### config.mk
export PLATFORM = sky130hd
export DESIGN_NAME = bcd_conv_scheduler
export DESIGN_NICKNAME = d
export VERILOG_FILES = /design/src/rtl/bcd_pkg.sv /design/src/rtl/bcd_conv_scheduler_rr_pick.sv /design/src/rtl/bcd_conv_scheduler.sv
export SDC_FILE = /design/constraint.sdc
export NUM_CORES = 1
export LEC_CHECK = 0
export BUFFER_PORTS_ARGS = -buffer_cell sky130_fd_sc_hd__buf_2
export CORE_ASPECT_RATIO = 0.7
export CORE_MARGIN = 5
export CORE_UTILIZATION = 35
export DETAILED_ROUTE_END_ITERATION = 7
export HOLD_SLACK_MARGIN = 0.02
export PLACE_DENSITY_LB_ADDON = 0.12
export RECOVER_POWER = 50
export SLEW_MARGIN = 20
export SYNTH_ARGS = -nofsm -noshare
export SYNTH_HDL_FRONTEND = slang
export SYNTH_SLANG_ARGS = --single-unit
### constraint.sdc
create_clock -name clk -period 2.4 [get_ports clk]
set_input_delay 0.48 -clock clk [delete_from_list [all_inputs] [get_ports clk]]
set_output_delay 0.48 -clock clk [all_outputs]
set_load 0.05 [all_outputs]
### src/rtl/bcd_pkg.sv
// rtl/bcd_pkg.sv - shared widths and state encodings for the BCD converter scheduler
package bcd_pkg;

    localparam int B_LEN   = 10;
    localparam int BCD_LEN = 16;

    localparam logic [BCD_LEN-1:0] BCD_ERR = '1;

    typedef enum logic [4:0] {
        S_IDLE  = 5'b00001,
        S_START = 5'b00010,
        S_WAIT  = 5'b00100,
        S_ABORT = 5'b01000,
        S_STORE = 5'b10000
    } state_t;

endpackage

### src/rtl/bcd_conv_scheduler_rr_pick.sv
// rtl/bcd_conv_scheduler_rr_pick.sv - combinational round-robin picker over pending requests
module rr_pick #(
    parameter int N_CH = 4,
    parameter int CH_W = 2
) (
    input  logic [N_CH-1:0] pending,
    input  logic [CH_W-1:0] ptr,
    output logic [CH_W-1:0] grant,
    output logic            valid
);
    import bcd_pkg::*;

    logic [CH_W-1:0] idx;

    // Scan from the farthest offset down so the nearest set bit at/after ptr wins last
    always_comb begin
        grant = '0;
        valid = 1'b0;
        idx   = '0;
        for (int i = N_CH - 1; i >= 0; i--) begin
            idx = CH_W'((int'(ptr) + i) % N_CH);
            if (pending[idx]) begin
                grant = idx;
                valid = 1'b1;
            end
        end
    end

endmodule

### src/rtl/bcd_conv_scheduler.sv
// rtl/bcd_conv_scheduler.sv - round-robin sharing of one binary-to-BCD converter between channels
module bcd_conv_scheduler #(
    parameter int N_CH    = 4,
    parameter int CH_W    = 2,
    parameter int B_LEN   = bcd_pkg::B_LEN,
    parameter int BCD_LEN = bcd_pkg::BCD_LEN,
    parameter int TIMEOUT = 255
) (
    input  logic                    clk,
    input  logic                    rst,
    input  logic [N_CH-1:0]         req,
    input  logic [N_CH*B_LEN-1:0]   bin_in,
    output logic [N_CH-1:0]         ack,
    output logic [N_CH*BCD_LEN-1:0] bcd_out,
    output logic [N_CH-1:0]         err,
    output logic                    conv_start,
    output logic [B_LEN-1:0]        conv_bin,
    input  logic                    conv_done,
    input  logic [BCD_LEN-1:0]      conv_bcd,
    output logic                    busy
);
    import bcd_pkg::*;

    localparam int TW = $clog2(TIMEOUT + 1);

    state_t               state, state_d;
    logic [CH_W-1:0]      gnt, g, ptr;
    logic                 gnt_vld;
    logic [N_CH-1:0]      pending, clr_mask;
    logic [BCD_LEN-1:0]   result;
    logic [TW-1:0]        timer;
    logic                 timed_out, storing;
    logic [B_LEN-1:0]     bin_arr [N_CH];
    logic [BCD_LEN-1:0]   bcd_reg [N_CH];

    for (genvar c = 0; c < N_CH; c++) begin : g_ch
        assign bin_arr[c]                       = bin_in[c*B_LEN +: B_LEN];
        assign bcd_out[c*BCD_LEN +: BCD_LEN]    = bcd_reg[c];
    end

    rr_pick #(
        .N_CH (N_CH),
        .CH_W (CH_W)
    ) u_pick (
        .pending (pending),
        .ptr     (ptr),
        .grant   (gnt),
        .valid   (gnt_vld)
    );

    assign busy      = (state != S_IDLE);
    assign timed_out = (timer == TW'(TIMEOUT - 1));
    assign storing   = (state == S_STORE) || (state == S_ABORT);

    // Next-state decision and the pending-clear mask for the channel being retired
    always_comb begin
        state_d  = state;
        clr_mask = '0;
        case (state)
            S_IDLE: begin
                if (gnt_vld) begin
                    state_d = (bin_arr[gnt] == '0) ? S_STORE : S_START;
                end
            end
            S_START: state_d = S_WAIT;
            S_WAIT: begin
                if (conv_done) begin
                    state_d = S_STORE;
                end else if (timed_out) begin
                    state_d = S_ABORT;
                end
            end
            S_STORE, S_ABORT: begin
                state_d     = S_IDLE;
                clr_mask[g] = 1'b1;
            end
            default: state_d = S_IDLE;
        endcase
    end

    // State register
    always_ff @(posedge clk) begin
        if (rst) begin
            state <= S_IDLE;
        end else begin
            state <= state_d;
        end
    end

    // Datapath: request latching, converter sequencing, result capture and per-channel outputs
    always_ff @(posedge clk) begin
        if (rst) begin
            pending    <= '0;
            ptr        <= '0;
            g          <= '0;
            result     <= '0;
            timer      <= '0;
            ack        <= '0;
            err        <= '0;
            conv_start <= 1'b0;
            conv_bin   <= '0;
            for (int c = 0; c < N_CH; c++) begin
                bcd_reg[c] <= '0;
            end
        end else begin
            ack        <= '0;
            conv_start <= 1'b0;
            // a new request in the clearing cycle keeps the channel pending
            pending    <= (pending & ~clr_mask) | req;
            case (state)
                S_IDLE: begin
                    if (gnt_vld) begin
                        g <= gnt;
                        // zero never starts the converter, so its result is known now
                        if (bin_arr[gnt] == '0) begin
                            result <= '0;
                        end else begin
                            conv_bin   <= bin_arr[gnt];
                            conv_start <= 1'b1;
                        end
                    end
                end
                S_START: timer <= '0;
                S_WAIT: begin
                    if (conv_done) begin
                        result <= conv_bcd;
                    end else if (timed_out) begin
                        result <= {BCD_LEN{1'b1}};
                        err[g] <= 1'b1;
                    end else begin
                        timer <= timer + TW'(1);
                    end
                end
                default: ;
            endcase
            if (storing) begin
                bcd_reg[g] <= result;
                ack[g]     <= 1'b1;
                ptr        <= (g == CH_W'(N_CH - 1)) ? '0 : g + CH_W'(1);
            end
        end
    end

endmodule

==> results of run 1 <==
## stage by stage
step / power, W / area [µm²]
global route: 0.00580 / 6740
global placement: 0.00316 / 6080
CTS: 0.00556 / 6650
detailed placement: 0.00317 / 6080
floorplan: 0.00292 / 5080
finish: 0.00559 / 6740
## synthesized netlist by cell type, types with 6 or more instances
cell       n
ha_1       6
a21oi_1   33
nand4_1   12
nand2_1    7
o21ai_0   23
mux2i_1   24
o21ai_2   10
nor2_1    55
clkbuf_1  24
dfxtp_1   56
nor4_1    51
edfxtp_1  64
mux2_2     9
inv_1     21
## final timing paths
kind / endpoint / slack (ns) / cells after the start
worst max-delay path: conv_bin[6] / 0.02 / 11
worst min-delay path: pending[1] / 0.28 / 3
worst max register to register: conv_bin[6] / 0.02 / 11
worst min register to register: conv_bin[1] / 0.49 / 2
## report_power, final
group / switching [W] / internal, W
clock: 0.000888 / 0.00151
sequential: 0.0000622 / 0.00224
combinational: 0.000603 / 0.000279
## per-layer routing
metal,vias up,routed length (µm),GRT usage
met5,-,20,0
met4,2,93,0.0541
met3,10,1090,0.0476
met2,122,6470,0.236
met1,1917,6960,0.239
li1,2013,-,-
## repair_timing
item | 4_1_cts | 5_1_grt
setup buffers | 0 | 6
endpoints found under the setup margin | 0 | 20
gates resized for setup | 0 | 30
## worst max-delay path, cell delays in order, from the launching register on
cell,delay (ns)
dfxtp_2,0.34
inv_2,0.04
a22o_1,0.24
a211oi_4,0.36
buf_12,0.18
mux2i_2,0.21
mux2_2,0.19
and4_4,0.27
buf_8,0.14
buf_12,0.11
nand4_1,0.08
a21oi_1,0.15
## cell type report
type,count,area [µm²]
Timing Repair Buffer,173,921
Multi-Input combinational cell,280,1870
Clock buffer,22,475
Clock inverter,10,95.1
Fill cell,1367,7310
Inverter,24,90.1
Sequential cell,120,3050
Tap cell,190,238
## cells by family after synthesis
| group | count (synthesis) |
|---|---|
| mux | 34 |
| xor+xnor | 7 |
| compound gates | 79 |
| simple gates | 153 |
| flops | 120 |
| buf+inv | 57 |
| fa+ha+maj | 6 |
## placed cells by master (no fill, tap or decap), drive strengths merged, types with 3 or more instances in the layout
cell / n
a21oi: 34
a31o: 5
and2: 5
buf: 85
clkbuf: 110
clkinv: 9
dfxtp: 56
edfxtp: 64
ha: 6
inv: 22
mux2: 10
mux2i: 24
nand2: 7
nand2b: 4
nand3: 4
nand4: 12
nor2: 55
nor3: 4
nor4: 51
o21ai: 33
xnor2: 3
xor2: 4
==> results.toml, run 1 <==
[hold_path]
hold_class = "in -> reg"
worstHoldStart = "req[1]"

[setup_path]
start_kind = "flip-flop"
worstReg2RegStart = "pending[3]"
crit_required_ns = 2.73
cp_max_fo = 8
path_class = "reg -> reg"
end_kind = "flip-flop"
cp-startpoint = "pending[3]"
cp.arrival_ns = 2.71

[floorplanning]
start_util = 0.361
die_h_um = 111
rows = 36
core_um2 = 14100
die_w_um = 154
die_area_um2 = 17100
io_pins = 147

[synth]
synthesis.nets = 525
syn_avg_cell_area_um2 = 11.1
syn_inst = 456
synthesis.area_um2 = 5080
yosysUniqueCellTypes = 44
synth-compound-area-share = 0.0983
synth_top_area_cell = "edfxtp_1"
synth_top_family_by_area = "simple AND/OR/NAND/NOR gates"
synth-simple-area-share = 0.159
synth_xor_area_frac = 0.0121
ys_seq_area_frac = 0.599
synthMuxAreaShare = 0.0702
ys_ff_latch = 120
yosysWarnings = 0
async_reset_ff_frac = 0
yosysTopAreaCellShare = 0.379
synth_edf_count = 64
synthFlopType = "edfxtp_1"
synth_fa_ha_area_frac = 0.0148
synthTopCellsByArea = "edfxtp_1 38%, dfxtp_1 22%, nor4_1 6.3%"

[clock_network]
clkTransAtPathRegs_ns = 0.06
cts_made_buffers = 17
cts.htree.levels = 4
ctsLongestPathBuffers = 2
cts_root_buf = "clkbuf_16"
cts.hold.buffers_added = 0
cts_sinks = 120
clk_latency_ns = 0.41
cts_tree = "built"

[finish]
largest_reg_flops = 64
syn_to_final_growth_pct = 32.8
fin_cells = 819
drive_above_1_share = 0.262
final_util = 0.480
n_antenna_cell = 0
fin_nets = 685

[routing]
num_vias = 4064
post_drt_wl_per_cell_um = 17.9
vias_per_cell = 4.96
drc = 0
dr.pass1.iters = 5
drt_iter0_drc = 213
antenna_left = 0
finalWirelength_mm = 14.6

[global_routing]
grt_pass1_vias = 4024
grt_overflow = 0
grt_start_max_net_pins = 65
grt_util_all_layers = 0.165
grt_pass1_wl_mm = 22.1
antenna_found_initial = 1

[power_and_ir_drop]
power_density_nw_per_um2 = 829
peakVddDrop_mv = 0.489
p_leak_nw = 2.42

[timing]
finalWorstSetupSlack_ns = 0.0222
setup_tns_ns = 0
hold_viol_final = 0
clock.fmax_mhz = 421
finalClockSkew_ns = 0.0188
setup_viol = 0
slew_viol_final = 0
rsz0062_at_grt = "true"
relSlewSlack = 0.296
period_minus_slack_ns = 2.38
worst_slew_pin_slew_ns = 1.05
finalCritPeriodShare = 0.991
fin_hold_ws_ns = 0.280

[placed_design]
dp_cells = 778
post-dp-hpwl_mm = 10.0
dp_slack_ns = 0.0426
gp_congestion = 0.803
io_buffer_count = 146

[outcome]
status = "finished, final reports clean"

[flow_run]
cap_violations = 0
Note: power is estimated with default switching activity, not from simulation.
==> run 2, diff against run 1 <==
- SYNTH_HIERARCHICAL: unset -> 1
==> results.toml, run 2 <==
[outcome]
status = "complete, but fails checks"
violations = "negative setup slack"

[timing]
worst_slew_pin_slew_ns = 0.756
rsz0062_at_grt = "true"
finalWorstSetupSlack_ns = -0.550
period_minus_slack_ns = 2.95
relSlewSlack = 0.496
fin_hold_ws_ns = 0.289
finalClockSkew_ns = 0.00938
clock.fmax_mhz = 339
hold_viol_final = 0
finalCritPeriodShare = 1.23
setup_viol = 29
slew_viol_final = 0

[global_routing]
antenna_found_initial = 0
grt_pass1_wl_mm = 20.5
grt_pass1_vias = 3761
grt_start_max_net_pins = 21
grt_overflow = 0
grt_util_all_layers = 0.162

[power_and_ir_drop]
seqPwrFrac = 0.420
swShare = 0.282
netSwitchingPower_w = 0.00153
peakVddDrop_mv = 0.502
clockPowerShare = 0.434
power_density_nw_per_um2 = 814
share_comb_of_total_power = 0.146
p_int_w = 0.00391
p_leak_nw = 2.50

[floorplanning]
die_area_um2 = 16600
core_um2 = 13900
die_w_um = 152
rows = 36
start_util = 0.356
io_pins = 147
die_h_um = 109

[placed_design]
io_buffer_count = 146
post-dp-hpwl_mm = 9.50
dp_slack_ns = -0.926
gp_congestion = 0.824

[routing]
finalWirelength_mm = 13.4
vias_per_cell = 4.77
post_drt_wl_per_cell_um = 16.8
top_layer = "met4"
drt_iter0_drc = 212
wl_met3_mm = 1.06
routedLengthMet1_mm = 6.46
num_vias = 3818
drc = 0
antenna_left = 0
met2WireLength_mm = 5.86
dr.pass1.iters = 4

[setup_path]
reg2reg_depth = 10
cp.arrival_ns = 3.22
path_class = "reg -> reg"
crit_required_ns = 2.67
cp_max_fo = 8
end_kind = "flip-flop"
start_kind = "flip-flop"

[finish]
drive_above_1_share = 0.270
final_common_cell = "clkbuf_1"
n_antenna_cell = 0
syn_to_final_growth_pct = 35.2
fillers = 1379
final_util = 0.482
largest_reg_flops = 64
fin_nets = 666
final_cell_mix = "88 x clkbuf_1, 64 x edfxtp_1, 63 x buf_2"

[synth]
synthTopCellsByArea = "edfxtp_1 39%, dfxtp_1 23%, and2_1 8.9%"
async_reset_ff_frac = 0
synth_most_common_cell = "and2_1"
synth_top_area_cell = "edfxtp_1"
ys_ff_latch = 120
ys_seq_area_frac = 0.616
synthesis.area_um2 = 4940
synthFlopType = "edfxtp_1"
syn_avg_cell_area_um2 = 12.0
yosysUniqueCellTypes = 44
synth_common_cells = "70 x and2_1, 64 x edfxtp_1, 56 x dfxtp_1, 44 x a21oi_1, 28 x nand2_1"
yosysWarnings = 6
synthesis.nets = 482
syn_inst = 413
yosysTopAreaCellShare = 0.389
synth_edf_count = 64

[clock_network]
clk_latency_ns = 0.41
cts_root_buf = "clkbuf_16"
clkTransAtPathRegs_ns = 0.06
cts_tree = "built"
cts_made_buffers = 17
ctsLongestPathBuffers = 2
cts_sinks = 120
cts.htree.levels = 4

[flow_run]
cap_violations = 0

[hold_path]
hold_class = "in -> reg"
holdPathStages = 3
-- run 2: changes by cell type in the layout (fill, tap and decap cells not counted), sizes merged, moves of 12 or more --
cell	delta
and2	+65
nor2	-34
o2bb2ai	+16
inv	-13
nor4	-49
mux2i	-21
nand2	+21
buf	+12
o21ai	-21
-- run 2: metrics by stage --
step	power, W	std cells	setup TNS (ns)	cell area [µm²]
floorplan	0.00284	413	-14.06	4950
global placement	0.00307	757	-20.58	6060
detailed placement	0.00308	757	-23.73	6060
CTS	0.00549	795	-13.85	6730
global route	0.00567	800	-17.67	6680
finish	0.00544	800	-14.97	6680
-- run 2: cells by family after synthesis --
group	after synthesis	synth area share
AO/OA/AOI/OAI	85	0.107
XOR/XNOR	1	0.00177
adder cells (fa/ha/maj)	6	0.0152
buffers and inverters	27	0.0230
flip-flops	120	0.616
multiplexers	14	0.0539
AND/OR/NAND/NOR	160	0.184
-- run 2: area by class of cell --
class	count	area (µm²)	share of cell area
sequential	120	3050	0.456
multi-input combinational	267	1890	0.283
timing repair buffer	185	932	0.139
clock buffer	17	425	0.0637
tap	190	238	0.0356
clock inverter	15	128	0.0191
inverter	6	22.5	0.00337
-- run 2: path summary, 6_finish.rpt --
| check | startpoint | to | slack (ns) |
|---|---|---|---|
| setup reg to reg | ptr[1] | result[2] | -0.55 |
| hold / removal | req[3] | pending[3] | 0.29 |
| hold reg to reg | err[2] | err[2] | 0.48 |
| setup / recovery | ptr[1] | result[2] | -0.55 |
-- run 2: routing by layer --
layer | track usage | vias up
li1 | - | 1876
met5 | 0 | -
met2 | 0.231 | 129
met4 | 0.0443 | 0
met1 | 0.228 | 1811
met3 | 0.0657 | 2
-- run 2: power by group through the flow --
stage                     Combinational [W]  Sequential, W  Clock [W]
after floorplan                    0.000282        0.00256          0
after global placement             0.000742        0.00233          0
after detailed placement           0.000747        0.00233          0
after CTS                          0.000792        0.00229    0.00241
after global routing               0.000843        0.00230    0.00253
final                              0.000792        0.00229    0.00236
-- run 2: worst max-delay path, cell delays in order, from the launching register on --
cell       delay [ns]
dfxtp_4          0.37
nand2b_4         0.13
a21oi_2          0.06
a211oi_2         0.22
buf_6            0.17
mux4_2           0.52
or4_4            0.57
nor4_4           0.28
buf_6            0.17
o22ai_4          0.14
o2bb2ai_1        0.18
-- run 2: repair_timing --
item,4_1_cts,5_1_grt
pin swaps,5,8
resized for setup,17,9
hold buffers,0,0
setup buffers,5,5
setup endpoints to repair,29,30
gates cloned,1,0
==> run 3, diff against run 2 <==
- BUFFER_PORTS_ARGS: -buffer_cell sky130_fd_sc_hd__buf_2 -> -buffer_cell sky130_fd_sc_hd__clkbuf_2
==> results.toml, run 3 (synthesis results as in run 2) <==
[finish]
fin_cells = 798
syn_to_final_growth_pct = 38.1
n_antenna_cell = 0
drive_above_1_share = 0.283
final_common_cell = "clkbuf_1"
final_cell_mix = "91 x clkbuf_1, 64 x edfxtp_1, 62 x clkbuf_2"
fin_nets = 664
fillers = 1326
largest_reg_flops = 64

[hold_path]
hold_class = "in -> reg"
holdPathStages = 3
worstHoldStart = "req[3]"
min_to = "pending[3]"

[floorplanning]
io_pins = 147
core_um2 = 13900
start_util = 0.356
die_h_um = 109
die_w_um = 152
die_area_um2 = 16600
rows = 36

[timing]
finalClockSkew_ns = 0.00712
period_minus_slack_ns = 3.04
finalWorstSetupSlack_ns = -0.643
worst_slew_pin_slew_ns = 0.912
setup_viol = 29
finalCritPeriodShare = 1.27
clock.fmax_mhz = 329
slew_viol_final = 0
hold_viol_final = 0
rsz0062_at_grt = "true"
fin_hold_ws_ns = 0.277
relSlewSlack = 0.389

[clock_network]
cts_tree = "built"
cts_sinks = 120
cts_made_buffers = 17
cts.hold.buffers_added = 0
clk_latency_ns = 0.41
ctsLongestPathBuffers = 2
clkTransAtPathRegs_ns = 0.05
cts.htree.levels = 4
cts_root_buf = "clkbuf_16"

[outcome]
status = "complete, but fails checks"
violations = "negative setup slack"

[setup_path]
reg2reg_depth = 12
worstReg2RegStart = "ptr[1]"
crit_path_frequent_cell = "buf_6"
r2r_end = "result[1]"
path_class = "reg -> reg"
cp_cell_sequence = "buf_6 > nand2_4 > nor2_2 > a211oi_2 > buf_6 > buf_6 > mux4_2 > or4_4 > nor4_4 > buf_6 > o22ai_4 > o2bb2ai_1"
start_kind = "flip-flop"
reg2reg_slack_ns = -0.64
cp_max_fo = 8
cpPeakStageDelay_ns = 0.51
crit_required_ns = 2.66
cp_slowest_cell = "or4_4"
cp.arrival_ns = 3.31
end_kind = "flip-flop"

[placed_design]
dp_slack_ns = -0.926
dp_cells = 759
post-dp-hpwl_mm = 9.66
io_buffer_count = 146
gp_congestion = 0.808

[routing]
vias_per_cell = 4.76
dr.pass1.iters = 4
drt_iter0_drc = 190
antenna_left = 0
post_drt_wl_per_cell_um = 17.0
drc = 0
finalWirelength_mm = 13.5
num_vias = 3798

[power_and_ir_drop]
power_density_nw_per_um2 = 842
finalPower_w = 0.00575
p_leak_nw = 2.57
peakVddDrop_mv = 0.465

[global_routing]
grt_pass1_vias = 3919
antenna_found_initial = 0
grt_start_max_net_pins = 24
grt_overflow = 0
grt_pass1_wl_mm = 21.3
grt_util_all_layers = 0.166

[flow_run]
cap_violations = 0
run 3: cell count changes in the layout (fill, tap and decap cells not counted), moves of 4 or more:
cell        previous run  this run
buf_2                 63         1
o21ai_1               10         0
o2bb2ai_2              6         2
clkbuf_2               0        62
o2bb2ai_1             10        14
clkinvlp_4             4         0
o21ai_2                0         7
buf_4                 29        25
run 3: worst max path at each step:
stage	startpoint	endpoint
floorplan	ptr[1]	result[10]
global placement	ptr[0]	result[2]
detailed placement	ptr[0]	result[4]
CTS	ptr[1]	result[4]
global route	ptr[1]	result[1]
finish	ptr[1]	result[1]
run 3: layout make-up:
class / instances / area, µm² / share of cell area
sequential: 120 / 3050 / 0.447
multi-input combinational: 267 / 1950 / 0.286
timing repair buffer: 183 / 943 / 0.138
clock buffer: 26 / 510 / 0.0748
tap: 190 / 238 / 0.0348
clock inverter: 6 / 110 / 0.0161
inverter: 6 / 22.5 / 0.00330
run 3: timing repair:
item                       CTS  global route
pin swaps                    9            20
cloned                       2             0
setup endpoints to repair   29            30
buffers inserted             3             2
resized for setup           13            33
run 3: worst max-delay path, delay by kind of cell, from the launching register on:
| family | cells | cell delay, ns |
|---|---|---|
| buffers and inverters | 4 | 0.59 |
| and+or+nand+nor | 4 | 0.88 |
| AOI/OAI and AO/OA | 3 | 0.57 |
| DFF | 1 | 0.36 |
| muxes | 1 | 0.49 |
run 3: layer usage:
metal	vias to the layer above	routed length (µm)	track usage
met2	122	5770	0.234
met5	-	0	0
met4	0	241	0.0661
met1	1786	6740	0.234
li1	1871	-	-
met3	19	801	0.0598
run 3: power breakdown:
part | internal (W) | leakage [nW] | total (W) | switching (W)
Clock | 0.00178 | 0.304 | 0.00264 | 0.000860
Combinational | 0.000251 | 1.15 | 0.000812 | 0.000561
Sequential | 0.00224 | 1.12 | 0.00230 | 0.0000565
run 3: through the flow:
stage                     utilization  area (µm²)  setup TNS [ns]
after detailed placement        0.438        6080          -24.27
final                           0.492        6830          -17.37
after global placement          0.438        6080          -20.35
after CTS                       0.491        6810          -17.01
after global routing            0.492        6830          -20.67
after floorplan                     -        4950          -14.06
